===== config.mk =====
export PLATFORM = sky130hd
export DESIGN_NAME = mul_add_seq_flat
export DESIGN_NICKNAME = d
export VERILOG_FILES = /design/src/rtl/mul_add_seq_if.sv /design/src/rtl/mul_add_seq.sv /design/src/flat_wrapper.sv
export SDC_FILE = /design/constraint.sdc
export NUM_CORES = 1
export LEC_CHECK = 0
export CELL_PAD_IN_SITES_DETAIL_PLACEMENT = 0
export CELL_PAD_IN_SITES_GLOBAL_PLACEMENT = 2
export CORE_AREA = 5 5 74 83
export DETAILED_ROUTE_END_ITERATION = 7
export DIE_AREA = 0 0 79 88
export GPL_TIMING_DRIVEN = 0
export PLACE_DENSITY = 0.79
export REMOVE_ABC_BUFFERS = 1
export SKIP_CTS_REPAIR_TIMING = 1
export SYNTH_ARGS = -nofsm -noshare
export SYNTH_HDL_FRONTEND = slang
export SYNTH_SLANG_ARGS = --single-unit

===== constraint.sdc =====
create_clock -name clock -period 2.1 [get_ports clock]
set_input_delay 0.42 -clock clock [delete_from_list [all_inputs] [get_ports clock]]
set_output_delay 0.42 -clock clock [all_outputs]
set_load 0.05 [all_outputs]

===== src/rtl/mul_add_seq_if.sv =====
// Start/done handshake and operand/result bus of the shift-add multiply-accumulate unit.
interface mul_add_seq_if #(
  parameter int unsigned WIDTH = 4
);
  logic               start;
  logic [WIDTH-1:0]   multiplicand;
  logic [WIDTH-1:0]   multiplier;
  logic [WIDTH-1:0]   addend;
  logic [2*WIDTH-1:0] product;
  logic               busy;
  logic               done;

  modport master (
    output start, multiplicand, multiplier, addend,
    input  product, busy, done
  );

  modport slave (
    input  start, multiplicand, multiplier, addend,
    output product, busy, done
  );
endinterface


===== src/rtl/mul_add_seq.sv =====
// Sequential shift-add multiply-accumulate: product = multiplicand * multiplier + addend.
// One multiplier bit per clock, fixed WIDTH-cycle latency; reconstructs a divider's dividend.
module mul_add_seq #(
  parameter int unsigned WIDTH = 4
) (
  input  logic         clock,
  input  logic         reset,
  mul_add_seq_if.slave bus
);

  localparam int unsigned PW    = 2 * WIDTH;
  localparam int unsigned CNT_W = ($clog2(WIDTH) > 1) ? $clog2(WIDTH) : 1;

  typedef enum logic [1:0] {
    S_IDLE,
    S_RUN,
    S_DONE
  } state_t;

  state_t           state;
  logic [PW-1:0]    mcand_q;
  logic [WIDTH-1:0] mplier_q;
  logic [PW-1:0]    acc_q;
  logic [CNT_W-1:0] cnt_q;
  logic [PW-1:0]    product_q;
  logic             busy_q;
  logic             done_q;
  logic [PW-1:0]    acc_next_c;

  // Conditional add of the shifted multiplicand for the current multiplier bit
  always_comb begin
    acc_next_c = acc_q;
    if (mplier_q[0]) begin
      acc_next_c = acc_q + mcand_q;
    end
  end

  always_ff @(posedge clock or posedge reset) begin
    if (reset) begin
      state     <= S_IDLE;
      mcand_q   <= '0;
      mplier_q  <= '0;
      acc_q     <= '0;
      cnt_q     <= '0;
      product_q <= '0;
      busy_q    <= 1'b0;
      done_q    <= 1'b0;
    end else begin
      case (state)
        S_IDLE, S_DONE: begin
          if (bus.start) begin
            mcand_q  <= PW'(bus.multiplicand);
            mplier_q <= bus.multiplier;
            acc_q    <= PW'(bus.addend);
            cnt_q    <= '0;
            busy_q   <= 1'b1;
            done_q   <= 1'b0;
            state    <= S_RUN;
          end
        end
        S_RUN: begin
          acc_q    <= acc_next_c;
          mcand_q  <= mcand_q << 1;
          mplier_q <= mplier_q >> 1;
          cnt_q    <= cnt_q + CNT_W'(1);
          // Last bit: the final add lands directly in product; start is not looked at here
          if (cnt_q == CNT_W'(WIDTH - 1)) begin
            product_q <= acc_next_c;
            busy_q    <= 1'b0;
            done_q    <= 1'b1;
            state     <= S_DONE;
          end
        end
        default: begin
          busy_q <= 1'b0;
          done_q <= 1'b0;
          state  <= S_IDLE;
        end
      endcase
    end
  end

  assign bus.product = product_q;
  assign bus.busy    = busy_q;
  assign bus.done    = done_q;

endmodule


===== src/flat_wrapper.sv =====
// flat-port wrapper written by rule: the top's interface ports become plain ports
module mul_add_seq_flat 
#(
  parameter int unsigned WIDTH = 4
)
  (clock, reset, bus_start, bus_multiplicand, bus_multiplier, bus_addend, bus_product, bus_busy, bus_done);
  mul_add_seq_if #(.WIDTH(WIDTH)) bus_i ();
  input  logic clock;
  input  logic reset;
  input wire logic [$bits(bus_i.start)-1:0] bus_start;
  input wire logic [$bits(bus_i.multiplicand)-1:0] bus_multiplicand;
  input wire logic [$bits(bus_i.multiplier)-1:0] bus_multiplier;
  input wire logic [$bits(bus_i.addend)-1:0] bus_addend;
  output wire logic [$bits(bus_i.product)-1:0] bus_product;
  output wire logic [$bits(bus_i.busy)-1:0] bus_busy;
  output wire logic [$bits(bus_i.done)-1:0] bus_done;
  assign bus_i.start = bus_start;
  assign bus_i.multiplicand = bus_multiplicand;
  assign bus_i.multiplier = bus_multiplier;
  assign bus_i.addend = bus_addend;
  assign bus_product = bus_i.product;
  assign bus_busy = bus_i.busy;
  assign bus_done = bus_i.done;
  mul_add_seq #(.WIDTH(WIDTH)) u_core (.clock(clock), .reset(reset), .bus(bus_i));
endmodule

Word-level counts from Yosys, hierarchy flattened
Index checks and enable logic that the tools add are counted.
- bits in registers: 34
- word-level logic and storage cells: 39
- add/subtract/negate cells: 2
- multiplexer cells: 18
- equal/unequal tests: 5
- reductions and logical operators: 6
- operators by type and width (cell ; number):
    8-bit case mux with 2 select lines ; 2
    8-bit two-way mux ; 3
    8-bit adder ; 1
    2-bit case mux with 2 select lines ; 2
    4-bit case mux with 2 select lines ; 1
    2-bit two-way mux ; 3
    2-bit AND reduction ; 3
    2-bit == test, second input constant ; 2
    1-bit two-way mux ; 4
    4-bit two-way mux ; 1
    1-bit case mux with 2 select lines ; 2
    2-bit by 1-bit adder with 2-bit output, second input constant ; 1
    2-bit by 1-bit == test with 1-bit output, second input constant ; 1
    2-bit logical NOT ; 1
    2-bit by 1-bit inequality test with 1-bit output, second input constant ; 1
    2-bit inequality test, second input constant ; 1
    2-bit nonzero test ; 1
    2-bit OR reduction ; 1

Logic depth before layout (Yosys ltp)
- depth in word-level cells: 4
- mapped depth: 9
- mapped depth without buffers: 9

Worst setup path before layout
Ideal clock, no wire load.
- kind: register to register
- from: register u_core.acc_q[0]
- to: register u_core.acc_q[6]
- arrival time: 1.752 ns
- stages on the path, launching flop included: 10
- setup slack: 0.227 ns
- clock period less this slack: 1.873 ns
- path buffers: 0
- cell sequence: dfrtp_1 ha_1 inv_1 fa_1 nor2b_4 o31a_1 o21a_1 nor2_4 xnor2_1 a22o_1
- cells in the longest elaborated chain, start to end: 3
- RTL lines (item ; line ; RTL):
    from (decl) ; mul_add_seq.sv:23 ; logic [PW-1:0] acc_q;
    from (signal assigned) ; mul_add_seq.sv:54 ; acc_q <= PW'(bus.addend);
    from (signal assigned) ; mul_add_seq.sv:62 ; acc_q <= acc_next_c;
    8-bit adder ; mul_add_seq.sv:34 ; acc_next_c = acc_q + mcand_q;
    8-bit two-way mux ; mul_add_seq.sv:33 ; if (mplier_q[0]) begin
    8-bit case mux with 2 select lines ; mul_add_seq.sv:49 ; case (state)
No other way between the ends.
A chain may end at the register's enable or synchronous reset.

Worst setup path in the final report
- from: register u_core.mcand_q[0]
- to: register u_core.acc_q[6]
- cells in the longest elaborated chain, start to end: 3
- RTL lines (item ; line ; RTL):
    from (decl) ; mul_add_seq.sv:21 ; logic [PW-1:0] mcand_q;
    from (signal assigned) ; mul_add_seq.sv:52 ; mcand_q <= PW'(bus.multiplicand);
    from (signal assigned) ; mul_add_seq.sv:63 ; mcand_q <= mcand_q << 1;
    8-bit adder ; mul_add_seq.sv:34 ;
    8-bit two-way mux ; mul_add_seq.sv:33 ;
    8-bit case mux with 2 select lines ; mul_add_seq.sv:49 ;
No other way between the ends.

==> results.toml <==
[critical_path]
critical-path-top-delay-family = "compound AO/OA/AOI/OAI gates"
end_kind = "register"
crit_path_buf_inv_count = 1
timing.critical_path.required_ns = 2.28
critical_path.max_stage_delay_ns = 0.45
timing.setup.critical_path_class = "register to register"
cp_slowest_cell = "dfrtp_2"
worstPathArrival_ns = 2.12
crit_fanout = 3
worstSetupStartpointType = "register"
path_cells = "ha_4 -> inv_1 -> fa_2 -> nor2b_4 -> o31a_1 -> o21a_1 -> nor2_4 -> xnor2_1 -> a22o_1"

[synth]
post_synth_num_cell_types = 40
ys_warn_count = 0
synth_edf_count = 0
post_synthesis_instance_total = 170
synth_area_per_cell_um2 = 10.15
syn_area_um2 = 1725
synth_top_flop_cell = "dfrtp_1"
yosys.area.top_type = "dfrtp_1"
ys_ff_latch = 33
synth-seq-area-share_pct = 47.86
synth_area_leaders = "dfrtp_1, ha_1, nand2_1"
async_reset_ff_share_pct = 100.0
synth_largest_type_area_fraction_pct = 47.86

[sta]
skew_ns = 0.007253
timing.fmax_mhz = 515.0
final_slew_violations = 0
worst_slew_pin_slew_ns = 0.7023
part_of_the_cycle_the_worst_path_needs_pct = 92.47
relSlewSlack_pct = 53.11
unrepaired_setup_endpoints_after_global_routing = "no"
setup_violations = 0
final_hold_viol_count = 0
final_period_minus_worst_setup_slack_ns = 1.942

[routing]
drt_pass1_iterations = 4
routed-via-count = 1321
detail-route-antenna-nets = 0
routed_wirelength_um = 3714
drt-wirelength-per-cell_um = 14.56
first_iter_violations = 63
route.detailed.vias_per_inst = 5.180
drc = 0

[pwr]
power_density_nw_per_um2 = 1811
p_leak_nw = 0.9555
irDropWorstVdd_uv = 564.9
design_power_total_w = 0.003886

[floorplanning]
top_level_ports = 25
row_count = 28
core_um2 = 5220
die_area_um2 = 6952
die_h_um = 88
initial_core_util_pct = 33.05
fp.dieW_um = 79

[clocking]
h-tree-depth = 2
clk_pin_slew_worst_paths_ns = 0.07
cts_root_buffer = "clkbuf_8"
clkSinkCount = 33
cts_tree = "built"
numCtsBuffers = 5
clk_path_buf_depth = 2
worst_skew_pair.late_latency_ns = 0.29

[global_routing]
grt_start_max_net_pins = 34
grt_pass1_wl_um = 6693
grt_overflow = 0
grt_pass1_vias = 1383
antenna_found_initial = 0
total_routing_usage_reported_by_global_routing_pct = 12.39

[hold_path]
worst_hold_path_type = "register to register"

[final_layout]
fillers = 514
layout-drive-gt1-share_pct = 11.28
num-nets-final = 218
num_antenna_cells = 0
synthToLayoutAreaGrowth_pct = 24.37
finish.instance_area_um2 = 2146
final_core_util_pct = 41.11
finalNonFillerCells = 255
mostFrequentLayoutCell = "dfrtp_1"
final_cell_mix = "dfrtp_1, nand2_1, clkdlybuf4s50_1"

[run_status]
outcome = "finished, final reports clean"

[place]
detailed_placement_hpwl_um = 2679
gp_routability_congestion = 0.8482
place_inst = 247
post_dp_cell_area_um2 = 2008
buffer_ports.inserted = 24

[run]
maxCapViolations = 0
worst min-delay path, cell delays in order (launching register included):
cell and delay (ns):
dfrtp_1 0.34, nand2_1 0.05, o21ai_0 0.06
sequential cells by signal, indices dropped and copies added (netlist names):
register / flops
u_core.state: 1
u_core.bus.done: 1
u_core.mcand_q: 8
u_core.mplier_q: 4
u_core.acc_q: 8
u_core.cnt_q: 2
u_core.bus.product: 8
u_core.bus.busy: 1
power by group:
group          internal [W]  total (W)  switching [W]
combinational      0.000891    0.00208        0.00119
sequential         0.000925    0.00118       0.000257
clock              0.000387   0.000621       0.000234
metrics by stage:
stage | TNS (ns) | setup WS [ns] | hold WS, ns
finish | 0 | 0.1581 | 0.4805
global route | 0 | 0.01833 | 0.5144
CTS | -0.01759 | -0.01517 | 0.4869
detailed placement | -1.107 | -0.2889 | 0.4704
global placement | -0.9563 | -0.2609 | 0.4615
floorplan | 0 | 0.2266 | 0.4666
cell usage after synthesis (all sizes together) (2+ instances only):
master	n
dfrtp	33
nand2	26
o21ai	16
nor2	12
a22o	9
ha	8
a21oi	7
inv	7
a31oi	6
mux2i	6
buf	4
xor2	4
clkbuf	3
mux2	3
nand2b	3
and2b	2
nor3b	2
o21a	2
path summary, 6_finish.rpt:
kind / from / endpoint / slack (ns) / cells after the start
hold reg to reg: u_core.bus.product[0]$_DFFE_PP0P_ / u_core.bus.product[0]$_DFFE_PP0P_ / 0.48 / 2
setup / recovery: u_core.mcand_q[0]$_DFFE_PP0P_ / u_core.acc_q[6]$_DFFE_PP0P_ / 0.16 / 9
min in group asynchronous: reset / u_core.mcand_q[2]$_DFFE_PP0P_ / 0.57 / 2
max in group asynchronous: reset / u_core.mcand_q[0]$_DFFE_PP0P_ / 1.04 / 2
hold / removal: u_core.bus.product[0]$_DFFE_PP0P_ / u_core.bus.product[0]$_DFFE_PP0P_ / 0.48 / 2
setup reg to reg: u_core.mcand_q[0]$_DFFE_PP0P_ / u_core.acc_q[6]$_DFFE_PP0P_ / 0.16 / 9
kinds of logic (layout without fill, tap and decap cells):
logic type                 after synthesis  count (layout)  share of synthesized area (%)
AOI/OAI and AO/OA                       50              50                          20.02
xor gates and xnor gates                 5               5                          2.538
and+or+nand+nor                         50              50                          13.78
muxes                                    9               9                          5.439
DFF                                     33              33                          47.86
buffers and inverters                   14              39                          3.408
adders and majority gates                9               9                          6.962
cell type report:
class | instances | area (um^2) | area share, %
inverter | 7 | 26.28 | 1.224
timing repair buffer | 24 | 240.2 | 11.20
clock buffer | 7 | 86.33 | 4.023
multi-input combinational | 123 | 860.8 | 40.12
clock inverter | 1 | 30.03 | 1.399
tap | 60 | 75.07 | 3.499
sequential | 33 | 827.0 | 38.54
layer usage:
layer | vias up | global-route usage (%) | share of wire [%]
met5 | - | 0 | 0
li1 | 651 | - | -
met3 | 8 | 3.086 | 3.9
met4 | 0 | 5.625 | 2.4
met2 | 25 | 20.21 | 47
met1 | 637 | 15.54 | 46
No activity file was read; power rests on OpenSTA's default activity.
